File: src/rtl/mux_out_glitch_filter.sv
// mux_out_glitch_filter
//   Downstream stage of the 2:1 select mux. Synchronises the asynchronous mux output to clk,
//   rejects pulses shorter than STABLE_CYCLES clocks and presents a clean registered level
//   with one-cycle rise/fall strobes. Committed transitions are counted (saturating).
//
// Parameters
//   STABLE_CYCLES : clocks a new synced level must hold before it is committed (>= 2)
//   CNT_W         : width of edge_cnt / glitch_cnt
//
// Ports
//   clk        : clock, rising edge
//   reset      : asynchronous active-high reset
//   en         : filter enable; when low the qualifier is held idle and y_filt holds
//   y_in       : raw mux output, asynchronous to clk
//   cnt_clr    : synchronous clear of the counters (wins over a same-cycle increment)
//   y_filt     : filtered level (registered)
//   rise, fall : one-cycle strobes in the first cycle y_filt shows its new value
//   edge_cnt   : committed transitions, saturating at all-ones
//   glitch_cnt : rejected pulses, saturating; present only with MUX_FILT_GLITCH_CNT_EN
//
// Configuration
//   `define MUX_FILT_GLITCH_CNT_EN adds the glitch_cnt port and its counter.

module mux_out_glitch_filter #(
  parameter int unsigned STABLE_CYCLES = 4,
  parameter int unsigned CNT_W         = 8
) (
  input  logic             clk,
  input  logic             reset,
  input  logic             en,
  input  logic             y_in,
  input  logic             cnt_clr,
  output logic             y_filt,
  output logic             rise,
  output logic             fall,
  output logic [CNT_W-1:0] edge_cnt
`ifdef MUX_FILT_GLITCH_CNT_EN
  ,
  output logic [CNT_W-1:0] glitch_cnt
`endif
);

  localparam int unsigned StabW = $clog2(STABLE_CYCLES);
  localparam logic [StabW-1:0] StabLast = StabW'(STABLE_CYCLES - 1);
  localparam logic [CNT_W-1:0] CntMax = {CNT_W{1'b1}};

  typedef enum logic {StStable, StQualify} state_e;

  logic             s1_q, y_s_q;
  state_e           state_q, state_d;
  logic [StabW-1:0] stab_cnt_q, stab_cnt_d;
  logic             y_filt_q, y_filt_d;
  logic             rise_q, rise_d;
  logic             fall_q, fall_d;
  logic [CNT_W-1:0] edge_cnt_q, edge_cnt_d;
  logic             commit, glitch;

  // Two-flop synchroniser; free-running regardless of en.
  always_ff @(posedge clk or posedge reset) begin
    if (reset) begin
      s1_q  <= 1'b0;
      y_s_q <= 1'b0;
    end else begin
      s1_q  <= y_in;
      y_s_q <= s1_q;
    end
  end

  // Qualifier: a differing synced level must survive STABLE_CYCLES-1 further checks.
  always_comb begin
    state_d    = state_q;
    stab_cnt_d = stab_cnt_q;
    y_filt_d   = y_filt_q;
    commit     = 1'b0;
    glitch     = 1'b0;
    if (!en) begin
      // Disabling aborts any pending qualification without counting a glitch.
      state_d    = StStable;
      stab_cnt_d = '0;
    end else begin
      unique case (state_q)
        StStable: begin
          if (y_s_q != y_filt_q) begin
            state_d    = StQualify;
            stab_cnt_d = StabW'(1);
          end else begin
            stab_cnt_d = '0;
          end
        end
        StQualify: begin
          if (y_s_q == y_filt_q) begin
            state_d    = StStable;
            stab_cnt_d = '0;
            glitch     = 1'b1;
          end else if (stab_cnt_q == StabLast) begin
            y_filt_d   = y_s_q;
            state_d    = StStable;
            stab_cnt_d = '0;
            commit     = 1'b1;
          end else begin
            stab_cnt_d = stab_cnt_q + 1'b1;
          end
        end
      endcase
    end
  end

  // Strobes are registered alongside y_filt so they line up with its new value.
  always_comb begin
    rise_d = commit & y_s_q;
    fall_d = commit & ~y_s_q;
  end

  always_comb begin
    edge_cnt_d = edge_cnt_q;
    if (cnt_clr) begin
      edge_cnt_d = '0;
    end else if (commit && (edge_cnt_q != CntMax)) begin
      edge_cnt_d = edge_cnt_q + 1'b1;
    end
  end

  always_ff @(posedge clk or posedge reset) begin
    if (reset) begin
      state_q    <= StStable;
      stab_cnt_q <= '0;
      y_filt_q   <= 1'b0;
      rise_q     <= 1'b0;
      fall_q     <= 1'b0;
      edge_cnt_q <= '0;
    end else begin
      state_q    <= state_d;
      stab_cnt_q <= stab_cnt_d;
      y_filt_q   <= y_filt_d;
      rise_q     <= rise_d;
      fall_q     <= fall_d;
      edge_cnt_q <= edge_cnt_d;
    end
  end

  assign y_filt   = y_filt_q;
  assign rise     = rise_q;
  assign fall     = fall_q;
  assign edge_cnt = edge_cnt_q;

`ifdef MUX_FILT_GLITCH_CNT_EN
  logic [CNT_W-1:0] glitch_cnt_q, glitch_cnt_d;

  always_comb begin
    glitch_cnt_d = glitch_cnt_q;
    if (cnt_clr) begin
      glitch_cnt_d = '0;
    end else if (glitch && (glitch_cnt_q != CntMax)) begin
      glitch_cnt_d = glitch_cnt_q + 1'b1;
    end
  end

  always_ff @(posedge clk or posedge reset) begin
    if (reset) begin
      glitch_cnt_q <= '0;
    end else begin
      glitch_cnt_q <= glitch_cnt_d;
    end
  end

  assign glitch_cnt = glitch_cnt_q;
`else
  logic unused_glitch;
  assign unused_glitch = glitch;
`endif

endmodule

File: config.mk
export PLATFORM = sky130hd
export DESIGN_NAME = mux_out_glitch_filter
export DESIGN_NICKNAME = d
export VERILOG_FILES = /design/src/rtl/mux_out_glitch_filter.sv
export SDC_FILE = /design/constraint.sdc
export NUM_CORES = 1
export LEC_CHECK = 0
export ABC_AREA = 1
export CAP_MARGIN = 25
export CORE_ASPECT_RATIO = 0.9
export CORE_UTILIZATION = 45
export DETAILED_ROUTE_END_ITERATION = 8
export HOLD_SLACK_MARGIN = 0.12
export PLACE_DENSITY = 0.69
export SLEW_MARGIN = 20
export SYNTH_ARGS = -nofsm -noshare
export SYNTH_HDL_FRONTEND = slang
export SYNTH_SLANG_ARGS = --single-unit
File: constraint.sdc
create_clock -name clk -period 1.4 [get_ports clk]
set_clock_uncertainty 0.15 [all_clocks]
set_input_delay 0.21 -clock clk [delete_from_list [all_inputs] [get_ports clk]]
set_output_delay 0.21 -clock clk [all_outputs]
set_load 0.01 [all_outputs]
**Word level (Yosys, flattened, before mapping)**

Cells that the tools add are included.

- Bits in latches: 0
- RAM bits: 0
- Output and inout bits: 11
- ROM bits: 0
- Flip-flop bits (word level): 16
- Memories kept: 0

- Divide/modulo/power cells: 0
- $add $sub $neg: 2
- $lt $le $gt $ge: 0
- Shift-type cells: 0
- Muxes and demuxes: 16
- $mul: 0
- Bitwise operators: 5
- Equal/unequal tests: 4
- Reductions and logical operators: 3

Operator list:

| kind | count |
|---|---|
| 8-bit 2-to-1 mux | 2 |
| 1-bit 2-to-1 mux | 9 |
| 8-bit by 1-bit adder with 8-bit output, second input constant | 1 |
| 8-bit inequality test, second input constant | 1 |
| 2-bit 2-to-1 mux | 3 |
| 2-bit case mux with 2 select lines | 1 |
| 4-bit AND reduction | 1 |
| 1-bit NOT | 3 |
| 2-bit by 1-bit adder with 2-bit output, second input constant | 1 |
| 1-bit AND | 2 |
| 2-bit equality test, second input constant | 1 |
| 1-bit case mux with 2 select lines | 1 |
| 2-bit nonzero test | 1 |
| 1-bit equality test | 1 |
| 1-bit logical AND | 1 |
| 1-bit inequality test | 1 |

**Depth between registers and ports, before layout**

Gate-level depths: netlist of the first run.

- Depth after elaboration: 8
- Gate-level depth with buffers: 8

**Least setup slack after synthesis of the first run**

Ideal clock, no wire load.

- Path kind: register to register
- Start: register edge_cnt_q[0], in the netlist edge_cnt[0]
- End: register edge_cnt_q[2], in the netlist edge_cnt[2]
- Path slack: -0.079 ns
- Setup time: 0.066 ns
- Period minus slack after synthesis: 1.479 ns
- Cell stages (with the launch flop): 9
- Arrival time: 1.263 ns
- Cell sequence: dfrtp_1 -> ha_1 -> nand2_2 -> nor2_4 -> nand3_4 -> inv_1 -> nor2_1 -> nand3_1 -> nand2_1

- Longest elaborated chain between the ends: 3
- Elaborated cells between the ends (all ways): 6
- Those cells by class: add/sub: 1; eq/ne: 1; mux: 2; reduce/logical: 2

Ends and longest elaborated chain:

| item | RTL line | RTL |
|---|---|---|
| start, declared | 55 | `logic [CNT_W-1:0] edge_cnt_q, edge_cnt_d;` |
| start signal, assigned | 137 | `edge_cnt_q <= edge_cnt_d;` |
| 8-bit by 1-bit adder with 8-bit output / 8-bit inequality test (equally long branches) | 119, 118 |  |
| 8-bit 2-to-1 mux / 1-bit logical AND (equally long branches) | 118 | `end else if (commit && (edge_cnt_q != CntMax)) begin` |
| 8-bit 2-to-1 mux / 2-bit nonzero test (equally long branches) | - |  |

Several ways; a longest one is shown, not always the timed one. The select of a mux whose other input is x is not followed.
A chain may end at the register's enable or synchronous reset.

**Worst setup path in the final report of the first run**

- Start: register edge_cnt_q[0], in the netlist edge_cnt[0]
- End: register edge_cnt_q[6], in the netlist edge_cnt[6]

Same word-level chain as after synthesis.

==> results of run 1 <==
==> flip-flops by register name, summed over array words and instances, names as in the netlist <==
name / flops
y_s_q: 1
stab_cnt_q: 2
rise: 1
edge_cnt: 8
s1_q: 1
y_filt: 1
fall: 1
state_q: 1
==> path summary, 6_finish.rpt <==
path / endpoint / slack (ns) / cells after the start
max: edge_cnt[6] / -0.11 / 8
min: s1_q / 0.20 / 1
max reg2reg: edge_cnt[6] / -0.11 / 8
min reg2reg: y_s_q / 0.21 / 0
max in group asynchronous: edge_cnt[6] / 0.29 / 4
min in group asynchronous: edge_cnt[0] / 0.61 / 4
==> power by group <==
group	switching (mW)	internal (mW)	leakage [nW]
Combinational	0.0345	0.0293	0.501
Sequential	0.00488	0.468	0.210
Clock	0.155	0.159	0.0210
==> metrics by stage <==
step / setup TNS, ns / cell area, µm² / setup slack (ns) / total power [mW] / hold slack (ns)
6_report: -0.816 / 1370 / -0.112 / 0.850 / 0.201
5_1_grt: -1.17 / 1370 / -0.158 / 0.881 / 0.193
3_3_place_gp: -0.752 / 1150 / -0.135 / 0.540 / 0.183
4_1_cts: -0.724 / 1300 / -0.103 / 0.850 / 0.197
2_1_floorplan: -0.247 / 871 / -0.0575 / 0.507 / -0.0263
3_5_place_dp: -1.07 / 1150 / -0.180 / 0.542 / 0.192
==> timing repair <==
action / 4_1_cts / 5_1_grt
pin swaps: 7 / 11
endpoints found under the hold margin: 16 / 0
resized for setup: 28 / 10
buffers inserted: 8 / 2
cloned: 1 / 0
setup endpoints to repair: 19 / 11
hold buffers: 1 / 0
==> final cells by class <==
| cell class | count | share of cell area |
|---|---|---|
| multi-input combinational | 76 | 0.369 |
| sequential | 16 | 0.292 |
| timing repair buffer | 38 | 0.252 |
| inverter | 14 | 0.0383 |
| clock buffer | 4 | 0.0264 |
| tap | 24 | 0.0219 |
==> layer usage <==
layer,vias up,GRT usage,part of all wire
met5,-,0,0
met4,0,0.0667,0
met3,0,0.0667,0.050
met1,415,0.332,0.45
met2,27,0.408,0.50
li1,417,-,-
==> cells by family after synthesis <==
family,share of synthesized area
flops,0.462
compound gates,0.0144
simple gates,0.383
buf+inv,0.0665
xor+xnor,0.0304
fa+ha+maj,0.0434
==> critical path: stages, from the launching register on <==
cell	delay, ns
dfrtp_1	0.40
buf_6	0.11
ha_4	0.13
nand2_4	0.06
buf_4	0.15
nor3_2	0.18
nor2_1	0.08
nand3_1	0.08
nand2_1	0.06
==> cells in the final DEF, fill, tap and decap left out, drive strengths merged, types with 2 or more instances in the layout <==
cell type	n
nand2	31
buf	24
nand3	18
dfrtp	16
nor2	16
inv	14
dlygate4sd2	9
clkdlybuf4s50	4
clkbuf	4
ha	3
xor2	2
==> results.txt, run 1 <==
R2r startpoint: edge_cnt[0]
Final core occ: 0.792
Most common cell in the synthesized netlist: nand2_1
Overall Global Routing Usage: 0.254
Post-Layout Cell Count: 172
HP Class: in -> reg
Vias/cell: 4.99
Worst-Skew Late Latency: 0.29 ns
Outcome: finished, violations left
Share of layout cells above drive strength 1: 0.338
Vias in the first global route: 785
Post-synthesis sequential area ratio: 0.462
Synth area leaders: dfrtp_1 (46%), nand2_1 (11%), nand3_1 (9.8%)
Cell area after synthesis: 866 µm²
CTS tree: yes
I/O Buffers: 15
Hold Vio Cnt, Final: 0
Dpl cells: 156
Startpoint Class: flip-flop
Main synth FF type: dfrtp_1
Footprint of the multi-input gates: 507 µm²
Register bit total from synthesis: 16
Mean routed wirelength per cell: 13.1 µm
Top cells by count, synth: nand2_1 (25), nand3_1 (17), dfrtp_1 (16)
Crit Path Max Fanout: 2
1st-pass router iterations: 4
DIE AREA: 0.00210 mm²
Placer Congestion: 0.822
Initial antenna violation count: 0
Syn Nets: 114
Clk slew on worst S/H paths: 0.10 ns
First-pass GRT wire length: 3620 µm
Core area: 0.00173 mm²
Vert. Die Dim: 43.6 µm
Yosys top cell area share: 0.462
WL final: 2250 µm
Post-route ant nets: 0
Async SR Flop Fraction: 1.00
Final setup fails: 9
Power density over cell area: 619 mW/mm²
Fmax: 661 MHz
Ports: 16
Pleak: 0.732 nW
# DRC: 0
Max-Cap Viols: 0
Starting Density: 0.499
# rows: 14
Cts bufs inserted: 3
Register Area: 402 µm²
Crit. Startpoint: edge_cnt[0]
CTS Root Buffer Type: clkbuf_4
Final period util: 1.08
Synth Instances: 106
Post-synth EDFFs: 0
CTS Sinks: 16
Via Count: 859
Setup CP Type: reg -> reg
Worst IR drop on VDD: 893 µV
Max-slew violation count: 0
Distinct cells, synth: 18
Req. time, crit path: 1.44 ns
Largest net degree at the start of global routing: 17
Fillers: 109
Failing checks: negative setup slack
Die width: 48.2 µm
Syn Area/Cell: 8.17 µm²
Clock Tree Buf Depth: 2
Global route overflow: 0
RSZ-0062 raised after global routing: yes
Post-DP HPWL: 1370 µm
Synth warnings: 0
Fin nets: 157
DRT iter0 DRCs: 31
Relative max-transition margin: 0.843
H-tree depth: 1
Post-layout min period: 1.51 ns
Worst setup margin: -0.112 ns
Hold_sp: y_in
Area leader, netlist: dfrtp_1
Slew @ Worst Pin: 0.235 ns
Critical path arrival: 1.55 ns
# diodes: 0
Worst Setup End Kind: flip-flop
Area grow syn2layout: 58.7%
Note: power is estimated with default switching activity, not from simulation.
==> run 2: changes to the inputs <==
CORE_ASPECT_RATIO = default   (was 0.9)
==> results.txt, run 2 (synthesis results as in run 1) <==
CP endpoint: edge_cnt[0]
Crit Path Max Fanout: 4 (+2)
Area grow syn2layout: 53.6%
1st-pass router iterations: 4 (unchanged)
Post-route ant nets: 0 (unchanged)
Clock network fraction of design power: 0.364 (-0.004)
Outcome: finished, violations left
Setup CP Type: reg -> out
Worst setup margin: -0.0727 ns (+0.0394 ns)
Startpoint Class: flip-flop
Worst Setup End Kind: primary output
CTS tree: yes
Top delay family on crit path: flip-flops
Global route overflow: 0 (unchanged)
Worst R2R Path Depth: 8 (unchanged)
Die width: 45.9 µm (-4.9%)
Power density over cell area: 638 mW/mm² (+3.0%)
Max incr delay on CP: 0.43 ns (+0.03 ns)
Mean routed wirelength per cell: 11.3 µm (-14%)
Slowest cell on the critical path: dfrtp_1
Crit path buf inv count: 2 (unchanged)
Req. time, crit path: 1.04 ns (-0.40 ns)
Vert. Die Dim: 45.9 µm (+5.2%)
Vias/cell: 4.89 (-2.1%)
Combinational share of power: 0.077 (+0.002)
Dpl cells: 158 (+1.3%)
# DRC: 0 (unchanged)
Overall Global Routing Usage: 0.213 (-0.0410)
Placement-stage cell area: 0.00116 mm² (+0.76%)
Failing checks: negative setup slack
WL final: 1940 µm (-14%)
Initial antenna violation count: 0 (unchanged)
Largest net degree at the start of global routing: 17 (unchanged)
Clk slew on worst S/H paths: 0.10 ns (about the same)
# diodes: 0 (unchanged)
Post-layout min period: 1.47 ns (-0.0394 ns)
Final Cell Area: 0.00133 mm² (-3.2%)
DIE AREA: 0.00210 mm² (about the same)
Fillers: 140 (+28%)
Share of layout cells above drive strength 1: 0.340 (+0.00230)
Max-Cap Viols: 0 (unchanged)
CTS Root Buffer Type: clkbuf_4
Final Power: 0.848 mW (-0.24%)
DRT iter0 DRCs: 9 (-71%)
WP depth: 2 (-6)
Reg-to-Reg End: edge_cnt[7]
Pleak: 0.717 nW (-2.0%)
Core area: 0.00176 mm² (+1.7%)
Starting Density: 0.491 (-0.00850)
CTS Sinks: 16 (unchanged)
Worst-Skew Late Latency: 0.29 ns (about the same)
Slew @ Worst Pin: 0.218 ns (-0.0164 ns)
Critical path arrival: 1.11 ns (-0.44 ns)
Placer Congestion: 0.831 (+1.0%)
# rows: 15 (+1)
Clock Tree Buf Depth: 2 (unchanged)
Most common cell after layout, fill and taps aside: nand2_1
Fin nets: 156 (-0.64%)
Switching Power: 0.190 mW (-2.2%)
R2r startpoint: edge_cnt[1]
First-pass GRT wire length: 3150 µm (-13%)
Worst IR drop on VDD: 632 µV (-29%)
Crit. Startpoint: edge_cnt[0]
Sequential power share: 0.559 (+0.002)
HP Class: in -> reg
Sw Share: 0.224 (-0.00456)
Most frequent cells in the layout: nand2_1 (23), buf_4 (20), dfrtp_1 (16)
Register-to-Register Setup Slack: -0.01 ns (+0.10 ns)
RSZ-0062 raised after global routing: yes
Critical-path cell list: buf_4, clkdlybuf4s15_2
Max-slew violation count: 0 (unchanged)
Via Count: 841 (-2.1%)
H-tree depth: 1 (unchanged)
Final period util: 1.05 (-0.0281)
Max reg flops: 8 (unchanged)
Internal power component: 0.659 mW (+0.35%)
I/O Buffers: 15 (unchanged)
Fmax: 679 MHz (+2.7%)
Final setup fails: 4 (-5)
Vias in the first global route: 760 (-3.2%)
Post-Layout Cell Count: 172 (unchanged)
Cts bufs inserted: 3 (unchanged)
Relative max-transition margin: 0.854 (+0.0105)
Hold Vio Cnt, Final: 0 (unchanged)
Post-DP HPWL: 1320 µm (-3.5%)
Ports: 16 (unchanged)
run 2: cell types whose count changed in the layout (fill, tap and decap cells not counted), moves of 2 or more:
cell,before,now
buf_4,17,20
inv_1,13,11
buf_6,4,1
inv_2,1,3
run 2: how the worst min path moves through the flow:
stage,start,endpoint,slack (ns),depth (start not counted)
after global routing,y_in,s1_q,0.21,1
after floorplan,reset,edge_cnt[0],-0.03,1
after global placement,s1_q,y_s_q,0.19,0
after CTS,y_in,s1_q,0.20,1
final,y_in,s1_q,0.20,1
after detailed placement,s1_q,y_s_q,0.19,0
run 2: routing by layer:
| metal | global-route usage | wire length [µm] | vias to the layer above |
|---|---|---|---|
| li1 | - | - | 419 |
| met1 | 0.289 | 945 | 396 |
| met2 | 0.332 | 888 | 19 |
| met3 | 0.0238 | 48 | 7 |
| met4 | 0.106 | 53 | 0 |
| met5 | 0 | 0 | - |
run 2: power by group through the flow:
| stage | Combinational (mW) | Sequential, mW | Clock, mW |
|---|---|---|---|
| 3_3_place_gp | 0.0556 | 0.482 | 0 |
| 3_5_place_dp | 0.0566 | 0.483 | 0 |
| 5_1_grt | 0.0729 | 0.475 | 0.333 |
| 2_1_floorplan | 0.0255 | 0.482 | 0 |
| 4_1_cts | 0.0587 | 0.473 | 0.315 |
| 6_report | 0.0655 | 0.474 | 0.308 |
run 2: cell type report:
class / count / area (µm²) / share of cell area
multi-input cells: 75 / 482 / 0.362
flip-flops and latches: 16 / 400 / 0.301
repair buffers: 38 / 328 / 0.246
inverters: 14 / 52.6 / 0.0395
clock buffers: 4 / 36.3 / 0.0273
well taps: 25 / 31.3 / 0.0235
run 2: through the flow:
stage	setup slack, ns	utilization	TNS (ns)	hold slack (ns)
after floorplan	-0.0575	-	-0.247	-0.0263
after global placement	-0.136	0.656	-0.693	0.186
after detailed placement	-0.148	0.656	-0.864	0.189
after CTS	-0.0364	0.710	-0.127	0.203
after global routing	-0.101	0.754	-0.720	0.206
final	-0.0727	0.754	-0.0853	0.204
run 2: timing repair:
item,CTS,global route
pin swaps,0,5
setup endpoints to repair,19,11
buffers inserted,6,3
gates resized for setup,20,15
hold buffers,1,0
endpoints found under the hold margin,16,0
==> run 3: changes to the inputs <==
SKIP_CTS_REPAIR_TIMING = 1   (was default)
==> results.txt, run 3 (synthesis results as in run 1) <==
Outcome: finished, violations left
Failing checks: negative setup slack
Power density over cell area: 623 mW/mm² (-2.4%)
Worst Setup End Kind: flip-flop
Post-layout min period: 1.52 ns (+0.0426 ns)
# diodes: 0 (unchanged)
CTS Sinks: 16 (unchanged)
Worst setup margin: -0.115 ns (-0.0426 ns)
Final setup fails: 8 (+4)
Max reg flops: 8 (unchanged)
Share of layout cells above drive strength 1: 0.336 (-0.00452)
Ports: 16 (unchanged)
Starting Density: 0.491 (unchanged)
Most common cell after layout, fill and taps aside: nand2_1
Crit Path Max Fanout: 5 (+1)
HP Class: reg -> reg
Overall Global Routing Usage: 0.205 (-0.00792)
Largest net degree at the start of global routing: 17 (unchanged)
Vias in the first global route: 714 (-6.1%)
Die width: 45.9 µm (unchanged)
DRT iter0 DRCs: 9 (unchanged)
Post-route ant nets: 0 (unchanged)
Worst R2R Path Depth: 9 (+1)
Fin nets: 155 (-0.64%)
# DRC: 0 (unchanged)
Final Power: 0.838 mW (-1.2%)
I/O Buffers: 15 (unchanged)
Via Count: 814 (-3.2%)
Global route overflow: 0 (unchanged)
Most frequent cells in the layout: nand2_1 (22), buf_4 (17), nand3_1 (15)
Pleak: 0.824 nW (+15%)
Mean routed wirelength per cell: 11.2 µm (-0.92%)
Req. time, crit path: 1.47 ns (+0.43 ns)
# rows: 15 (unchanged)
Worst Hold Depth: 0 (-1)
Clock Tree Buf Depth: 2 (unchanged)
Clk slew on worst S/H paths: 0.10 ns (about the same)
Cts bufs inserted: 3 (unchanged)
Initial antenna violation count: 0 (unchanged)
Worst IR drop on VDD: 471 µV (-26%)
Setup CP Type: reg -> reg
Critical path arrival: 1.58 ns (+0.47 ns)
DIE AREA: 0.00210 mm² (unchanged)
Dpl cells: 158 (unchanged)
Area grow syn2layout: 55.5%
Worst Hold Slack: 0.208 ns (+0.00371 ns)
Core area: 0.00176 mm² (unchanged)
Post-Layout Cell Count: 171 (-0.58%)
WL final: 1910 µm (-1.5%)
CTS tree: yes
Critical-path cell list: buf_6, ha_4, nand2_4, nor2_4, nand3_4, inv_2, nor2_4, nand3_2, nand2_1
Vias/cell: 4.76 (-2.6%)
Fmax: 660 MHz (-2.8%)
Vert. Die Dim: 45.9 µm (unchanged)
1st-pass router iterations: 4 (unchanged)
Max incr delay on CP: 0.41 ns (-0.02 ns)
Final period util: 1.08 (+0.0304)
CTS Root Buffer Type: clkbuf_4
Slowest cell on the critical path: dfrtp_1
Relative max-transition margin: 0.861 (+0.00709)
H-tree depth: 1 (unchanged)
Placer Congestion: 0.831 (unchanged)
Slew @ Worst Pin: 0.208 ns (-0.0106 ns)
Final core occ: 0.763 (+0.00922)
Max-slew violation count: 0 (unchanged)
Max-Cap Viols: 0 (unchanged)
Crit path top cell by count: nor2_4
First-pass GRT wire length: 3030 µm (-3.9%)
Startpoint Class: flip-flop
Hold Vio Cnt, Final: 0 (unchanged)
RSZ-0062 raised after global routing: yes
Post-DP HPWL: 1320 µm (unchanged)
Worst-Skew Late Latency: 0.28 ns (about the same)
==> run 3: changes by cell type in the layout (fill, tap and decap cells not counted), sizes merged <==
cell           previous run  this run
buf                      23        21
clkbuf                    4         6
clkdlybuf4s15             2         0
dlygate4sd2               8         0
dlymetal6s2s              0         9
==> run 3: critical path: cells and delay by family (launching register included) <==
family        cells  cell delay [ns]
fa+ha+maj         1             0.16
buf+inv           2             0.18
flops             1             0.41
simple gates      6             0.54
==> run 3: layout make-up <==
class	instances	area (µm²)
multi-input combinational	75	469
clock buffer	4	36.3
tap	25	31.3
inverter	14	52.6
fill	134	418
sequential	16	403
timing repair buffer	37	354
==> run 3: path summary, 6_finish.rpt <==
| path | start | to | slack [ns] |
|---|---|---|---|
| min in group asynchronous | reset | edge_cnt[6] | 0.64 |
| setup / recovery | edge_cnt[0] | edge_cnt[2] | -0.12 |
| hold / removal | s1_q | y_s_q | 0.21 |
| hold reg to reg | s1_q | y_s_q | 0.21 |
| max in group asynchronous | reset | edge_cnt[2] | 0.26 |
| setup reg to reg | edge_cnt[0] | edge_cnt[2] | -0.12 |
==> run 3: power breakdown <==
part	leakage, nW	switching (mW)	internal, mW	total, mW
Sequential	0.208	0.00573	0.468	0.474
Clock	0.0210	0.143	0.158	0.301
Combinational	0.595	0.0328	0.0302	0.0630
==> run 3: metal layers <==
layer / wire length (µm) / global-route usage / vias up / share of wire
met5: 0 / 0 / - / 0
met4: 36 / 0.0882 / 0 / 0.019
met3: 85 / 0.0238 / 4 / 0.045
met2: 877 / 0.313 / 20 / 0.46
met1: 907 / 0.289 / 374 / 0.48
li1: - / - / 416 / -
==> run 3: through the flow <==
step | instance area (µm²) | worst slack [ns] | setup TNS [ns]
floorplan | 871 | -0.0575 | -0.247
global placement | 1160 | -0.136 | -0.693
detailed placement | 1160 | -0.148 | -0.864
CTS | 1190 | -0.297 | -2.67
global route | 1350 | -0.178 | -1.23
finish | 1350 | -0.115 | -0.702
